**src/rtl/fft_pkg.sv**
```systemverilog
// Shared types, constants and fixed-point helpers for the radix-2 FFT datapath.
package fft_pkg;

    localparam int DW     = 16;
    localparam int TW_ONE = 16384;
    localparam int TWF    = 14;
    localparam int FFT_N  = 256;
    localparam int IDXW   = 8;

    typedef struct packed {
        logic signed [DW-1:0] re;
        logic signed [DW-1:0] im;
    } cplx_t;

    // Clamp a wide signed value into the range of a w-bit signed number.
    function automatic logic signed [63:0] sat(input logic signed [63:0] v, input int w);
        logic signed [63:0] hi;
        logic signed [63:0] lo;
        hi = (64'sd1 <<< (w - 1)) - 64'sd1;
        lo = -(64'sd1 <<< (w - 1));
        if (v > hi)
            return hi;
        if (v < lo)
            return lo;
        return v;
    endfunction

    // Round-half-up then arithmetic shift right by sh.
    function automatic logic signed [63:0] round_shift(input logic signed [63:0] v, input int sh);
        if (sh <= 0)
            return v;
        return (v + (64'sd1 <<< (sh - 1))) >>> sh;
    endfunction

endpackage

```
**src/rtl/fft_bfly_r2_cmul.sv**
```systemverilog
// bfly_cmul: registered B*W product stage plus rounded combinational recombination.
// Define BFLY_IFFT_EN to conjugate the twiddle for the inverse butterfly.
module bfly_cmul #(
    parameter int DW  = 16,
    parameter int TWW = 16,
    parameter int TWF = 14,
    parameter int OW  = 20
) (
    input  logic                  i_clk,
    input  logic                  i_rst,
    input  logic                  i_en,
    input  logic signed [DW-1:0]  i_b_re,
    input  logic signed [DW-1:0]  i_b_im,
    input  logic signed [TWW-1:0] i_w_re,
    input  logic signed [TWW-1:0] i_w_im,
    output logic signed [OW-1:0]  o_t_re,
    output logic signed [OW-1:0]  o_t_im
);
    import fft_pkg::*;

    // One extra twiddle bit so that negating -1.0 stays representable.
    localparam int WW = TWW + 1;
    localparam int PW = DW + WW;
    localparam int SW = PW + 1;

    logic signed [WW-1:0] w_re;
    logic signed [WW-1:0] w_im;

    assign w_re = {i_w_re[TWW-1], i_w_re};
`ifdef BFLY_IFFT_EN
    assign w_im = -{i_w_im[TWW-1], i_w_im};
`else
    assign w_im = {i_w_im[TWW-1], i_w_im};
`endif

    logic signed [PW-1:0] rr_d, ii_d, ri_d, ir_d;
    logic signed [PW-1:0] rr_q, ii_q, ri_q, ir_q;

    assign rr_d = PW'(i_b_re) * PW'(w_re);
    assign ii_d = PW'(i_b_im) * PW'(w_im);
    assign ri_d = PW'(i_b_re) * PW'(w_im);
    assign ir_d = PW'(i_b_im) * PW'(w_re);

    // NOTE: sequential state uses non-blocking assignments so every register samples pre-edge values.
    always_ff @(posedge i_clk or posedge i_rst) begin
        if (i_rst) begin
            rr_q <= '0;
            ii_q <= '0;
            ri_q <= '0;
            ir_q <= '0;
        end else if (i_en) begin
            rr_q <= rr_d;
            ii_q <= ii_d;
            ri_q <= ri_d;
            ir_q <= ir_d;
        end
    end

    logic signed [SW-1:0] sum_re;
    logic signed [SW-1:0] sum_im;

    // Full-precision sums feed the rounder; nothing is dropped before the shift.
    assign sum_re = SW'(rr_q) - SW'(ii_q);
    assign sum_im = SW'(ri_q) + SW'(ir_q);

    assign o_t_re = OW'(round_shift(64'(sum_re), TWF));
    assign o_t_im = OW'(round_shift(64'(sum_im), TWF));

endmodule

```
**src/rtl/fft_bfly_r2.sv**
```systemverilog
// fft_bfly_r2: 3-stage radix-2 DIT butterfly X = A + B*W, Y = A - B*W with stall handshake.
// Define BFLY_IFFT_EN for the inverse (conjugate-twiddle) butterfly. DW must equal fft_pkg::DW.
module fft_bfly_r2 #(
    parameter int DW    = fft_pkg::DW,
    parameter int TWW   = 16,
    parameter int TWF   = fft_pkg::TWF,
    parameter int IDXW  = fft_pkg::IDXW,
    parameter int SCALE = 1
) (
    input  logic                   i_clk,
    input  logic                   i_rst,
    input  logic                   i_valid,
    output logic                   o_ready,
    input  logic signed [DW-1:0]   i_a_re,
    input  logic signed [DW-1:0]   i_a_im,
    input  logic signed [DW-1:0]   i_b_re,
    input  logic signed [DW-1:0]   i_b_im,
    input  logic [IDXW-1:0]        i_k,
    output logic [IDXW-1:0]        o_tw_n,
    input  logic signed [TWW-1:0]  i_tw_re,
    input  logic signed [TWW-1:0]  i_tw_im,
    output logic                   o_valid,
    input  logic                   i_ready,
    output logic signed [DW-1:0]   o_x_re,
    output logic signed [DW-1:0]   o_x_im,
    output logic signed [DW-1:0]   o_y_re,
    output logic signed [DW-1:0]   o_y_im
);
    import fft_pkg::*;

    localparam int XW = DW + 4;

    logic            en;
    logic            v0_q, v1_q, v2_q;
    cplx_t           a0_q, a1_q, b0_q;
    logic [IDXW-1:0] k0_q;

    logic signed [XW-1:0] t_re, t_im;
    logic signed [DW-1:0] x_re_d, x_im_d, y_re_d, y_im_d;
    logic signed [DW-1:0] x_re_q, x_im_q, y_re_q, y_im_q;

    // A single enable freezes the whole pipe while the output slot is full and not taken.
    assign en      = !v2_q || i_ready;
    assign o_ready = en;
    assign o_valid = v2_q;
    assign o_tw_n  = k0_q;
    assign o_x_re  = x_re_q;
    assign o_x_im  = x_im_q;
    assign o_y_re  = y_re_q;
    assign o_y_im  = y_im_q;

    bfly_cmul #(
        .DW  (DW),
        .TWW (TWW),
        .TWF (TWF),
        .OW  (XW)
    ) u_cmul (
        .i_clk  (i_clk),
        .i_rst  (i_rst),
        .i_en   (en),
        .i_b_re (b0_q.re),
        .i_b_im (b0_q.im),
        .i_w_re (i_tw_re),
        .i_w_im (i_tw_im),
        .o_t_re (t_re),
        .o_t_im (t_im)
    );

    function automatic logic signed [DW-1:0] post(input logic signed [XW-1:0] v);
        logic signed [63:0] w;
        w = 64'(v);
        if (SCALE != 0)
            w = (w + 64'sd1) >>> 1;
        return DW'(sat(w, DW));
    endfunction

    // NOTE: every always_comb output is assigned on every path, so no latch can be inferred.
    always_comb begin
        x_re_d = post(XW'(a1_q.re) + t_re);
        x_im_d = post(XW'(a1_q.im) + t_im);
        y_re_d = post(XW'(a1_q.re) - t_re);
        y_im_d = post(XW'(a1_q.im) - t_im);
    end

    always_ff @(posedge i_clk or posedge i_rst) begin
        if (i_rst) begin
            v0_q   <= 1'b0;
            v1_q   <= 1'b0;
            v2_q   <= 1'b0;
            a0_q   <= '0;
            a1_q   <= '0;
            b0_q   <= '0;
            k0_q   <= '0;
            x_re_q <= '0;
            x_im_q <= '0;
            y_re_q <= '0;
            y_im_q <= '0;
        end else if (en) begin
            v0_q   <= i_valid;
            a0_q   <= '{re: i_a_re, im: i_a_im};
            b0_q   <= '{re: i_b_re, im: i_b_im};
            k0_q   <= i_k;
            v1_q   <= v0_q;
            a1_q   <= a0_q;
            v2_q   <= v1_q;
            x_re_q <= x_re_d;
            x_im_q <= x_im_d;
            y_re_q <= y_re_d;
            y_im_q <= y_im_d;
        end
    end

endmodule
```
**config.mk**
```make
export PLATFORM = sky130hd
export DESIGN_NAME = fft_bfly_r2
export DESIGN_NICKNAME = d
export VERILOG_FILES = /design/src/rtl/fft_pkg.sv /design/src/rtl/fft_bfly_r2_cmul.sv /design/src/rtl/fft_bfly_r2.sv
export SDC_FILE = /design/constraint.sdc
export NUM_CORES = 2
export LEC_CHECK = 0
export BUFFER_PORTS_ARGS = -buffer_cell sky130_fd_sc_hd__buf_2
export CORE_UTILIZATION = 30
export DETAILED_ROUTE_END_ITERATION = 8
export SLEW_MARGIN = 20
export SYNTH_ARGS = -nofsm -noshare
export SYNTH_HDL_FRONTEND = slang
export SYNTH_SLANG_ARGS = --single-unit
export TNS_END_PERCENT = 5
```
**constraint.sdc**
```tcl
create_clock -name i_clk -period 7.9 [get_ports i_clk]
set_input_delay 0.395 -clock i_clk [delete_from_list [all_inputs] [get_ports i_clk]]
set_output_delay 0.395 -clock i_clk [all_outputs]
set_load 0.01 [all_outputs]
```
==> reports/qor.json <==
{
  "final_hold_viol_count": {"value": 0},
  "post-route-min-period": {"value": 7.413, "unit": "ns"},
  "clk_transition_reported_paths": {"value": 0.06, "unit": "ns"},
  "grt_start_max_net_pins": {"value": 155},
  "drtPass1Iterations": {"value": 6},
  "hold_path.class": {"value": "in -> reg"},
  "wl_per_cell": {"value": 17.95, "unit": "µm"},
  "drc_violations": {"value": 0},
  "antenna_found_initial": {"value": 37},
  "cts_tree": {"value": "built"},
  "final_min_period_over_clock_period": {"value": 93.84, "unit": "%"},
  "root_buffer": {"value": "clkbuf_16"},
  "maxClockFrequency": {"value": 134.9, "unit": "MHz"},
  "postSynth.topFlopCell": {"value": "dfrtp_1"},
  "cp.required": {"value": 8.37, "unit": "ns"},
  "cts_buf_count": {"value": 41},
  "final.setup.worst_slack": {"value": 0.4866, "unit": "ns"},
  "critical_path_class": {"value": "reg -> reg"},
  "crit_fanout": {"value": 13},
  "io_pins": {"value": 182},
  "synth_edf_count": {"value": 0},
  "startpoint_type": {"value": "flop"},
  "critPathCaptureType": {"value": "flop"},
  "syn_avg_cell_area": {"value": 8.810, "unit": "µm²"},
  "gp_routability_congestion": {"value": 0.9045},
  "number_of_register_bits_inferred_by_synthesis": {"value": 299},
  "grt_overflow": {"value": 0},
  "rsz0062_at_grt": {"value": "yes"},
  "clock_tree.htree_level_count": {"value": 2},
  "port-buffer-count": {"value": 181},
  "post_synth_arst_share": {"value": 100.0, "unit": "%"},
  "die_area": {"value": 0.1940, "unit": "mm²"},
  "finalSetupViolCount": {"value": 0},
  "yosysTopAreaCellShare": {"value": 36.52, "unit": "%"},
  "finalWirelength": {"value": 165600, "unit": "µm"},
  "initial_utilization": {"value": 30.26, "unit": "%"},
  "total_of_max_cap_violations": {"value": 0},
  "antenna_left": {"value": 0},
  "mappedNetlistNets": {"value": 8182},
  "part_of_the_yosys_area_used_for_sequential_elements": {"value": 12.98, "unit": "%"},
  "timing.final.max_slew_violations": {"value": 0},
  "numClockSinks": {"value": 299},
  "synth.largest_area_cell": {"value": "fa_1"},
  "post_synth_instance_area": {"value": 0.05766, "unit": "mm²"},
  "cts_buffer_depth": {"value": 3},
  "avgViaCountPerCell": {"value": 4.762},
  "vias_in_the_first_global_route": {"value": 46300},
  "layout.filler_cells": {"value": 19670},
  "area_delta_synth_final": {"value": 10.67, "unit": "%"},
  "synth.lib_cells_used.distinct": {"value": 87},
  "std_cell_rows": {"value": 160},
  "slew-limit-headroom": {"value": 36.18, "unit": "%"},
  "layout.nets": {"value": 8312},
  "outcome": {"value": "completed"},
  "die-height": {"value": 440.4, "unit": "µm"},
  "number_of_vias_in_the_routed_layout": {"value": 43930},
  "netlist_top_cells_area": {"value": "fa_1 (37%), dfrtp_1 (13%), ha_1 (10%), inv_1 (8.1%), nand2_1 (7.1%)"},
  "post_route_cells_drive_above_1_share": {"value": 6.548, "unit": "%"},
  "insertion_delay": {"value": 0.63, "unit": "ns"},
  "commonest_cells_after_routing_fill_and_taps_aside": {"value": "inv_1 (1,248), nand2_1 (1,098), fa_1 (1,052)"},
  "yosys_warnings": {"value": 0},
  "grt_pass1_wl": {"value": 262500, "unit": "µm"},
  "dp_hpwl": {"value": 137400, "unit": "µm"},
  "design.core.area": {"value": 0.1906, "unit": "mm²"},
  "critPathArrivalTime": {"value": 7.89, "unit": "ns"},
  "first_iter_violations": {"value": 2699},
  "postSynthCellCount": {"value": 6545},
  "die_w": {"value": 440.4, "unit": "µm"},
  "leading_cell_type_in_the_layout_fill_and_taps_excluded": {"value": "inv_1"},
  "clock-skew-final": {"value": 0.02302, "unit": "ns"},
  "worst_pin_slew": {"value": 0.9573, "unit": "ns"},
  "grt_usage": {"value": 17.26, "unit": "%"},
  "place_ws": {"value": 0.2644, "unit": "ns"}
}
==> cell usage after synthesis (8+ instances only) <==
cell type and n:
xnor2_1 215, o21a_1 21, dfrtp_1 299, clkbuf_1 265, nor4_1 12, a21oi_1 260
o31ai_1 16, o21ai_0 164, a31oi_1 19, fa_1 1052, nand4_1 23, a221oi_1 8
nor2_1 262, xor2_1 126, a211o_1 11, nand2b_1 86, nand3_1 67, or2_2 19
nor3b_1 10, ha_1 477, a21o_1 69, and3_1 21, inv_1 1250, o41ai_1 8
nor3_1 42, o22ai_1 15, a211oi_1 20, o21bai_1 43, or3_1 21, nor2b_1 29
nand2_1 1098, and2_1 399
==> stage by stage <==
step	utilization [%]	cell area, µm²	TNS (ns)	instances	hold slack, ns
after floorplan	-	57670	0	6545	0.4300
after global placement	32.44	61820	0	9092	0.4394
after detailed placement	32.44	61820	0	9092	0.4501
after CTS	33.43	63710	0	9213	0.003123
after global routing	33.48	63810	-0.01173	9226	0.02522
final	33.48	63810	0	9226	0.03516
==> kinds of logic after synthesis <==
group                      after synthesis  synth area share (%)
DFF                                    299                 12.98
muxes                                    6                0.1085
adders and majority gates             1529                 46.87
AOI/OAI and AO/OA                      724                 7.805
and+or+nand+nor                       2114                 16.95
xor gates and xnor gates               344                 5.286
buffers and inverters                 1529                 10.00
==> sequential cells by signal, summed over array words and instances (netlist names) <==
| register | count |
|---|---|
| u_cmul.rr_q | 32 |
| o_y_im | 16 |
| a0_q | 32 |
| o_y_re | 16 |
| u_cmul.ii_q | 32 |
| v1_q | 1 |
| o_tw_n | 8 |
| u_cmul.ri_q | 32 |
| o_x_im | 16 |
| o_valid | 1 |
| u_cmul.ir_q | 32 |
| v0_q | 1 |
| b0_q | 32 |
| a1_q | 32 |
| o_x_re | 16 |
==> path summary, 6_finish.rpt <==
kind                                 startpoint                           to  slack, ns  cells after the start
max                        b0_q[18]$_DFFE_PP0P_  u_cmul.ri_q[31]$_DFFE_PP0P_       0.49                     25
min                                   i_b_im[0]          b0_q[0]$_DFFE_PP0P_       0.04                      3
max reg2reg                b0_q[18]$_DFFE_PP0P_  u_cmul.ri_q[31]$_DFFE_PP0P_       0.49                     25
min reg2reg                    v1_q$_DFFE_PP0P_          o_valid$_DFFE_PP0P_       0.46                      1
max in group asynchronous                 i_rst  u_cmul.rr_q[27]$_DFFE_PP0P_       5.92                      5
min in group asynchronous                 i_rst       o_x_im[13]$_DFFE_PP0P_       0.50                      4
==> repair_timing <==
action	in CTS	in global routing
hold buffers	49	0
endpoints found under the setup margin	0	38
resized for setup	0	9
endpoints found under the hold margin	84	0
buffers inserted	0	2
==> layer usage <==
metal / track usage [%] / vias to the layer above / part of all wire [%]
met3: 2.444 / 236 / 5.6
met2: 28.51 / 1212 / 46
met5: 0 / - / 0.13
li1: - / 20170 / -
met4: 4.632 / 32 / 2.7
met1: 23.53 / 22280 / 45
==> critical path, stage by stage (launching register included) <==
cell      delay (ns)
dfrtp_1         0.76
buf_4           0.32
and2_1          0.16
fa_1            0.42
ha_1            0.30
ha_1            0.21
fa_1            0.44
ha_1            0.33
inv_1           0.06
fa_1            0.47
inv_1           0.05
ha_1            0.28
a21oi_1         0.28
o21bai_1        0.16
a21oi_1         0.32
o21bai_1        0.14
a21oi_1         0.31
o21ai_0         0.21
a211oi_1        0.38
o31ai_1         0.17
o41ai_1         0.41
o21ai_0         0.23
or4_1           0.43
a31oi_1         0.23
xnor2_1         0.14
o21ai_0         0.08
==> layout make-up <==
cell class	count	area [µm²]	area share, %
multi-input combinational	4717	44450	69.66
sequential	299	7483	11.73
inverter	1250	4703	7.370
tap	2511	3142	4.923
timing repair buffer	366	2613	4.094
clock buffer	49	1107	1.735
clock inverter	23	286.5	0.4490
antenna	11	27.53	0.04314
Power is left out: the tool's default activity adds up to more than one toggle a clock period on the data nets, which glitch-free logic cannot reach.
